[src/rtl/sclkfifolut_wrarb.sv]
// Round-robin write arbiter sharing one sclkfifolut write port between NUM_REQ requesters.
// Optional statistics counters are enabled with SCLKFIFOLUT_WRARB_STATS_EN.
module sclkfifolut_wrarb #(
  parameter int unsigned NUM_REQ         = 4,
  parameter int unsigned FIFO_WIDTH      = 32,
  parameter int unsigned LOG2_FIFO_DEPTH = 3,
  parameter int unsigned MAX_BURST       = 4
) (
  input  logic                            clk,
  input  logic                            srst,
  input  logic [NUM_REQ-1:0]              req_valid,
  input  logic [NUM_REQ*FIFO_WIDTH-1:0]   req_data,
  output logic [NUM_REQ-1:0]              req_ready,
  output logic                            fifo_wen,
  output logic [FIFO_WIDTH-1:0]           fifo_wdata,
  input  logic [LOG2_FIFO_DEPTH:0]        fifo_level,
  input  logic                            fifo_wfull
`ifdef SCLKFIFOLUT_WRARB_STATS_EN
  ,
  output logic [31:0]                     stat_words,
  output logic [31:0]                     stat_stall
`endif
);

  localparam int unsigned IW    = (NUM_REQ > 1) ? $clog2(NUM_REQ) : 1;
  localparam int unsigned CW    = $clog2(MAX_BURST + 1);
  localparam int unsigned LW    = LOG2_FIFO_DEPTH + 2;
  localparam int unsigned DEPTH = 1 << LOG2_FIFO_DEPTH;

  typedef enum logic {S_IDLE, S_GRANT} state_e;

  state_e                  state_q;
  logic [IW-1:0]           owner_q;
  logic [IW-1:0]           last_q;
  logic [CW-1:0]           cnt_q;
  logic                    fifo_wen_q;
  logic [FIFO_WIDTH-1:0]   fifo_wdata_q;

  logic [FIFO_WIDTH-1:0]   req_words [NUM_REQ];
  logic [IW-1:0]           pick;
  int unsigned             idx;
  logic                    any_valid;
  logic                    in_grant;
  logic                    owner_valid;
  logic                    space_ok;
  logic                    xfer;
  logic [LW-1:0]           used;

  for (genvar g = 0; g < NUM_REQ; g++) begin : g_words
    assign req_words[g] = req_data[g*FIFO_WIDTH +: FIFO_WIDTH];
  end

  // Occupancy including the write already on its way to the FIFO
  always_comb begin
    used     = LW'(fifo_level) + LW'(fifo_wen_q);
    space_ok = used < LW'(DEPTH);
  end

  // First valid requester after the previous owner, with wrap
  always_comb begin
    pick      = last_q;
    any_valid = 1'b0;
    idx       = 0;
    for (int unsigned k = 1; k <= NUM_REQ; k++) begin
      idx = (32'(last_q) + k) % NUM_REQ;
      if (!any_valid && req_valid[IW'(idx)]) begin
        any_valid = 1'b1;
        pick      = IW'(idx);
      end
    end
  end

  always_comb begin
    in_grant    = (state_q == S_GRANT);
    owner_valid = req_valid[owner_q];
    xfer        = in_grant && owner_valid && space_ok;
    req_ready   = '0;
    req_ready[owner_q] = in_grant && space_ok;
  end

  always_ff @(posedge clk) begin
    if (srst) begin
      state_q      <= S_IDLE;
      owner_q      <= '0;
      last_q       <= IW'(NUM_REQ - 1);
      cnt_q        <= '0;
      fifo_wen_q   <= 1'b0;
      fifo_wdata_q <= '0;
    end else begin
      fifo_wen_q <= xfer;
      if (xfer) fifo_wdata_q <= req_words[owner_q];
      case (state_q)
        S_IDLE: begin
          if (any_valid) begin
            owner_q <= pick;
            cnt_q   <= '0;
            state_q <= S_GRANT;
          end
        end
        S_GRANT: begin
          if (!owner_valid) begin
            last_q  <= owner_q;
            state_q <= S_IDLE;
          end else if (xfer) begin
            if (cnt_q == CW'(MAX_BURST - 1)) begin
              last_q  <= owner_q;
              cnt_q   <= '0;
              state_q <= S_IDLE;
            end else begin
              cnt_q <= cnt_q + 1'b1;
            end
          end
        end
        default: state_q <= S_IDLE;
      endcase
    end
  end

  assign fifo_wen   = fifo_wen_q;
  assign fifo_wdata = fifo_wdata_q;

`ifdef SCLKFIFOLUT_WRARB_STATS_EN
  logic [31:0] stat_words_q, stat_words_d;
  logic [31:0] stat_stall_q, stat_stall_d;

  always_comb begin
    stat_words_d = stat_words_q + (xfer ? 32'd1 : 32'd0);
    stat_stall_d = stat_stall_q + ((in_grant && owner_valid && !space_ok) ? 32'd1 : 32'd0);
  end

  always_ff @(posedge clk) begin
    if (srst) begin
      stat_words_q <= '0;
      stat_stall_q <= '0;
    end else begin
      stat_words_q <= stat_words_d;
      stat_stall_q <= stat_stall_d;
    end
  end

  assign stat_words = stat_words_q;
  assign stat_stall = stat_stall_q;
`endif

  a_no_write_when_full: assert property (@(posedge clk) disable iff (srst) !(fifo_wen_q && fifo_wfull));

endmodule

[config.mk]
export PLATFORM = sky130hd
export DESIGN_NAME = sclkfifolut_wrarb
export DESIGN_NICKNAME = d
export VERILOG_FILES = /design/src/rtl/sclkfifolut_wrarb.sv
export SDC_FILE = /design/constraint.sdc
export NUM_CORES = 1
export LEC_CHECK = 0
export BUFFER_PORTS_ARGS = -buffer_cell sky130_fd_sc_hd__buf_2
export CORE_MARGIN = 2
export CORE_UTILIZATION = 44
export CTS_CLUSTER_SIZE = 25
export DETAILED_ROUTE_END_ITERATION = 10
export PLACE_DENSITY = 0.87
export SETUP_SLACK_MARGIN = 0.4
export SYNTH_ARGS = -nofsm -noshare
export SYNTH_HDL_FRONTEND = slang
export SYNTH_SLANG_ARGS = --single-unit
[constraint.sdc]
create_clock -name clk -period 3.84 [get_ports clk]
set_input_delay 0.768 -clock clk [delete_from_list [all_inputs] [get_ports clk]]
set_output_delay 0.768 -clock clk [all_outputs]
set_load 0.02 [all_outputs]
After elaboration in Yosys (flattened, before gate mapping)
Cells that the tools add are included.

word-level totals
  word-level logic and storage cells = 78
  input bits = 139
  register bits = 41

operators by class
  reductions and logical operators = 13
  muxes and demuxes = 36
  bitwise operators = 3
  order comparisons = 8
  eq/ne operators = 6
  $add $sub $neg = 6

operators by type and width
  cell                                                   number
  binary-select mux 32 bit (select 2 bit)                1
  2-to-1 mux 32 bit                                      2
  < comparator 2 x 3 -> 1 bit, second input constant     5
  2-to-1 mux 1 bit                                       14
  2-to-1 mux 2 bit                                       7
  2-to-1 mux 3 bit                                       4
  binary-select mux 1 bit (select 2 bit)                 5
  inequality test 2 x 1 -> 1 bit, second input constant  4
  logical AND 1 bit                                      7
  case mux 3 bit (2 select lines)                        1
  AND reduction 3 bit                                    2
  adder 4 x 1 -> 5 bit                                   1
  < comparator 5 x 4 -> 1 bit, second input constant     1
  adder 2 x 1 -> 2 bit, second input constant            2
  adder 2 bit, second input constant                     2
  bitwise AND 4 bit                                      1
  adder 3 x 1 -> 3 bit, second input constant            1
  == test 3 x 2 -> 1 bit, second input constant          1
  >= comparator 3 bit, second input constant             1
  zero test 1 bit                                        3
  inverter 2 -> 3 bit                                    1
  demux 1 bit (select 2 bit)                             1
  >= comparator 2 x 1 -> 1 bit, second input constant    1
  inequality test 2 bit, second input constant           1
  other kinds (3)                                        3

Logic depth before layout (Yosys ltp)
  depth in word-level cells = 15
  mapped depth = 7
  mapped depth without buffers = 4

Worst setup path before layout
OpenSTA, ideal clock, no wires.

  path kind = input port to output port
  start = input port fifo_level[3]
  end = output port req_ready[0]
  path slack = 1.515 ns
  stages on the path = 3
  arrival time = 1.557 ns
  required time = 3.072 ns
  cell sequence = nor2b_1 nand2_1 nor3_1

between the ends
  word-level cells in the longest chain between the ends = 4

ends and longest elaborated chain
  item                                line  RTL
  start: declaration                  16    input logic [LOG2_FIFO_DEPTH:0] fifo_level,
  adder 4 x 1 -> 5 bit                55    used = LW'(fifo_level) + LW'(fifo_wen_q);
  < comparator 5 x 4 -> 1 bit         56    space_ok = used < LW'(DEPTH);
  logical AND 1 bit                   78    req_ready[owner_q] = in_grant && space_ok;
  bitwise AND 4 bit (no source line)  -
  end: declaration                    13    output logic [NUM_REQ-1:0] req_ready,

Every way passes these cells.

Worst setup path after layout
  start = register owner_q[0]
  end = output port req_ready[3]

between the ends
  word-level cells in the longest chain between the ends = 5
  elaborated cells between the ends (all ways) = 6
  those cells by class = 2 x order compare; 2 x mux; 1 x bitwise; 1 x reduce/logical

ends and longest elaborated chain
  item                                                                                                      line  RTL
  start: declaration                                                                                        33    logic [IW-1:0] owner_q;
  start signal: assignment                                                                                  95    owner_q <= pick;
  < comparator 2 x 3 -> 1 bit (not written as such) / >= comparator 2 x 1 -> 1 bit (equally long branches)  78
  logical AND 1 bit                                                                                         78
  2-to-1 mux 1 bit (not written as such)                                                                    78
  demux 1 bit (select 2 bit) *                                                                              78
  bitwise AND 4 bit (no source line) *                                                                      -

Mark *: on every way between the ends. The rest lies on a longest branch, timed or not.

==> run_results.csv <==
group,metric,value,unit
setup_path,cp_max_fo,36,
setup_path,cp_data_arrival_time,1.72,ns
floorplanning,io_pins,176,
detailed_routing,wl_met1,2.455,mm
detailed_routing,wl_per_cell,14.41,um
finish,drive_above_1_share,53.94,%
setup_path,worstRegToRegCells,5,
detailed_routing,drc_errors,0,
placement,dp_hpwl,5.175,mm
timing,max_freq,401.9,MHz
finish,syn_to_final_growth,39.64,%
timing,final.setup.tns,0,ns
synthesis,yosys-top-cells-count,"70 x nand2_1, 41 x dfxtp_1, 37 x a21oi_1, 33 x mux4_2, 9 x nor2_1",
timing,final.min_clock_period,2.488,ns
clock_network,cts_root_buf,"clkbuf_8",
power,p_leak,1.491,nW
floorplanning,rows,26,
setup_path,rr_startpoint,"owner_q[1]",
global_routing,grt_util_all_layers,23.11,%
synthesis,synth_top_cell_by_area,"dfxtp_1",
synthesis,synth.most_common_cell,"nand2_1",
synthesis,async_flop_share,0,%
floorplanning,core_area,5172,um^2
global_routing,grt_overflow,0,
synthesis,synth_top_cell_area_share,34.58,%
global_routing,antenna_found_initial,0,
setup_path,crit_start,"owner_q[0]",
detailed_routing,met2_length,3.760,mm
global_routing,grt_max_degree,44,
clock_network,cts_tree,"done",
clock_network,h-tree-depth,2,
setup_path,worstPathRequired,3.07,ns
finish,multi_input_area,1419,um^2
synthesis,synth_flop_cell,"dfxtp_1",
timing,post-route-period-util,64.80,%
timing,tightest_slew,0.7780,ns
finish,fillCellCount,446,
synthesis,synth_nets,381,
floorplanning,fp.dieH,77.45,um
setup_path,start_kind,"flop",
setup_path,cp-end-kind,"primary output",
floorplanning,start_util,45.89,%
synthesis,synth_cell_type_count,28,
detailed_routing,routed_wl,6.858,mm
clock_network,clk_path_buf_depth,2,
synthesis,synth_edf_count,0,
timing,finalSetupViolations,0,
timing,finClkSkew,0.007997,ns
setup_path,rr_endpoint,"cnt_q[0]",
finish,antenna_cells,0,
flow_run,timing.max_cap.violations,0,
synthesis,ys_seq_area_share,34.58,%
clock_network,worstSkewPairLatency,0.29,ns
clock_network,post_cts_buffers,0,
timing,max_slew_margin,48.13,%
setup_path,crit_path_end,"req_ready[3]",
floorplanning,die_width,77.45,um
synthesis,yosys_warnings,0,
clock_network,cts_buffers,5,
setup_path,r2r_slack,1.90,ns
finish,final_nets,545,
clock_network,cts_hold_buf,0,
finish,regArea,823.3,um^2
power,power_density,315.3,nW/um^2
detailed_routing,viasPerCell,5.231,
timing,hold_violations,0,
placement,gp_congestion,0.8127,
power,ir_worst_vdd,0.0002010,V
detailed_routing,ant_nets,0,
clock_network,clkTransAtPathRegs,0.08,ns
synthesis,synthTopCellsByArea,"dfxtp_1 35%, mux4_2 31%, nand2_1 11%",
synthesis,netlist_instances,241,
detailed_routing,vias,2490,
setup_path,critPathKind,"reg2out",
synthesis,ys_ff_latch,41,
timing,drv_slew,0,
floorplanning,die_area,5998,um^2
placement,io_buffers,174,
detailed_routing,top_layer,"met4",
status,outcome,"completed",
min_path,hold_class,"reg2reg",
synthesis,synth.cell_area,2374,um^2
timing,rsz0062_at_grt,"no",
clock_network,clkSinkCount,41,
clock_network,postCtsResizedCells,0,
detailed_routing,met3_length,535,um
power,finalPower,1.045,mW
detailed_routing,drt-initial-drc-count,92,
detailed_routing,drtPass1Iterations,4,
global_routing,grt_pass1_vias,2524,
global_routing,grt_pass1_wl,10.92,mm
synthesis,avgSynthCellArea,9.849,um^2
[logic make-up after synthesis]
family	count (synthesis)	share of synthesized area (%)
AND/OR/NAND/NOR	97	17.24
buffers and inverters	23	5.640
multiplexers	35	32.16
AO/OA/AOI/OAI	44	9.857
adder cells (fa/ha/maj)	1	0.5271
flip-flops	41	34.58
[metal layers]
| metal | GRT usage, % | vias up |
|---|---|---|
| li1 | - | 1197 |
| met1 | 23.81 | 1160 |
| met2 | 44.43 | 121 |
| met3 | 6.512 | 12 |
| met4 | 7.679 | 0 |
| met5 | 0 | - |
[stage by stage]
stage	worst slack (ns)	utilization, %	hold WS, ns	cells	instance area, um^2
after CTS	1.294	64.08	0.4534	476	3314
after global placement	1.373	62.53	0.4388	468	3234
final	1.352	64.08	0.4501	476	3314
after floorplan	1.515	-	0.4472	241	2374
after detailed placement	1.380	62.53	0.4431	468	3234
after global routing	1.134	64.08	0.4787	476	3314
[layout by cell type (no fill, tap or decap), types with 2 or more instances in the layout]
cell type	n
buf_2	174
nand2_1	70
dfxtp_1	39
a21oi_1	37
mux4_2	33
nor2_1	9
clkbuf_8	5
nor3_1	4
inv_1	3
nand2b_1	3
clkbuf_1	3
buf_4	3
nor2b_1	2
a211oi_1	2
o22ai_1	2
mux2i_1	2
nand3b_1	2
nand3_1	2
dfxtp_2	2
[worst max-delay path: stages (launching register included)]
cell     delay [ns]
dfxtp_2        0.34
buf_4          0.52
inv_1          0.16
nor3_1         0.21
buf_2          0.19
[sequential cells by signal, indices dropped and copies added, names as in the netlist]
| signal | cells |
|---|---|
| fifo_wen | 1 |
| cnt_q | 3 |
| fifo_wdata | 32 |
| in_grant | 1 |
| last_q | 2 |
| owner_q | 2 |
[report_power, final]
group | internal [mW] | leakage (nW) | switching (mW)
clock | 0.129 | 0.0395 | 0.137
sequential | 0.448 | 0.334 | 0.0143
combinational | 0.169 | 1.12 | 0.147
total | 0.746 | 1.49 | 0.299
[layout make-up]
type	instances	area share, %
Timing Repair Buffer	177	26.95
Inverter	3	0.3398
Multi-Input combinational cell	177	42.81
Sequential cell	41	24.84
Tap cell	70	2.643
Clock buffer	8	2.416
[worst min path at each step]
stage | start | to | depth (start not counted)
after floorplan | cnt_q[2] | cnt_q[2] | 2
after detailed placement | fifo_wdata[15] | fifo_wdata[15] | 2
after global placement | fifo_wdata[5] | fifo_wdata[5] | 2
after CTS | fifo_wdata[15] | fifo_wdata[15] | 2
final | fifo_wdata[30] | fifo_wdata[30] | 2
after global routing | fifo_wdata[8] | fifo_wdata[8] | 2
Power figures use the tool's default switching activity.
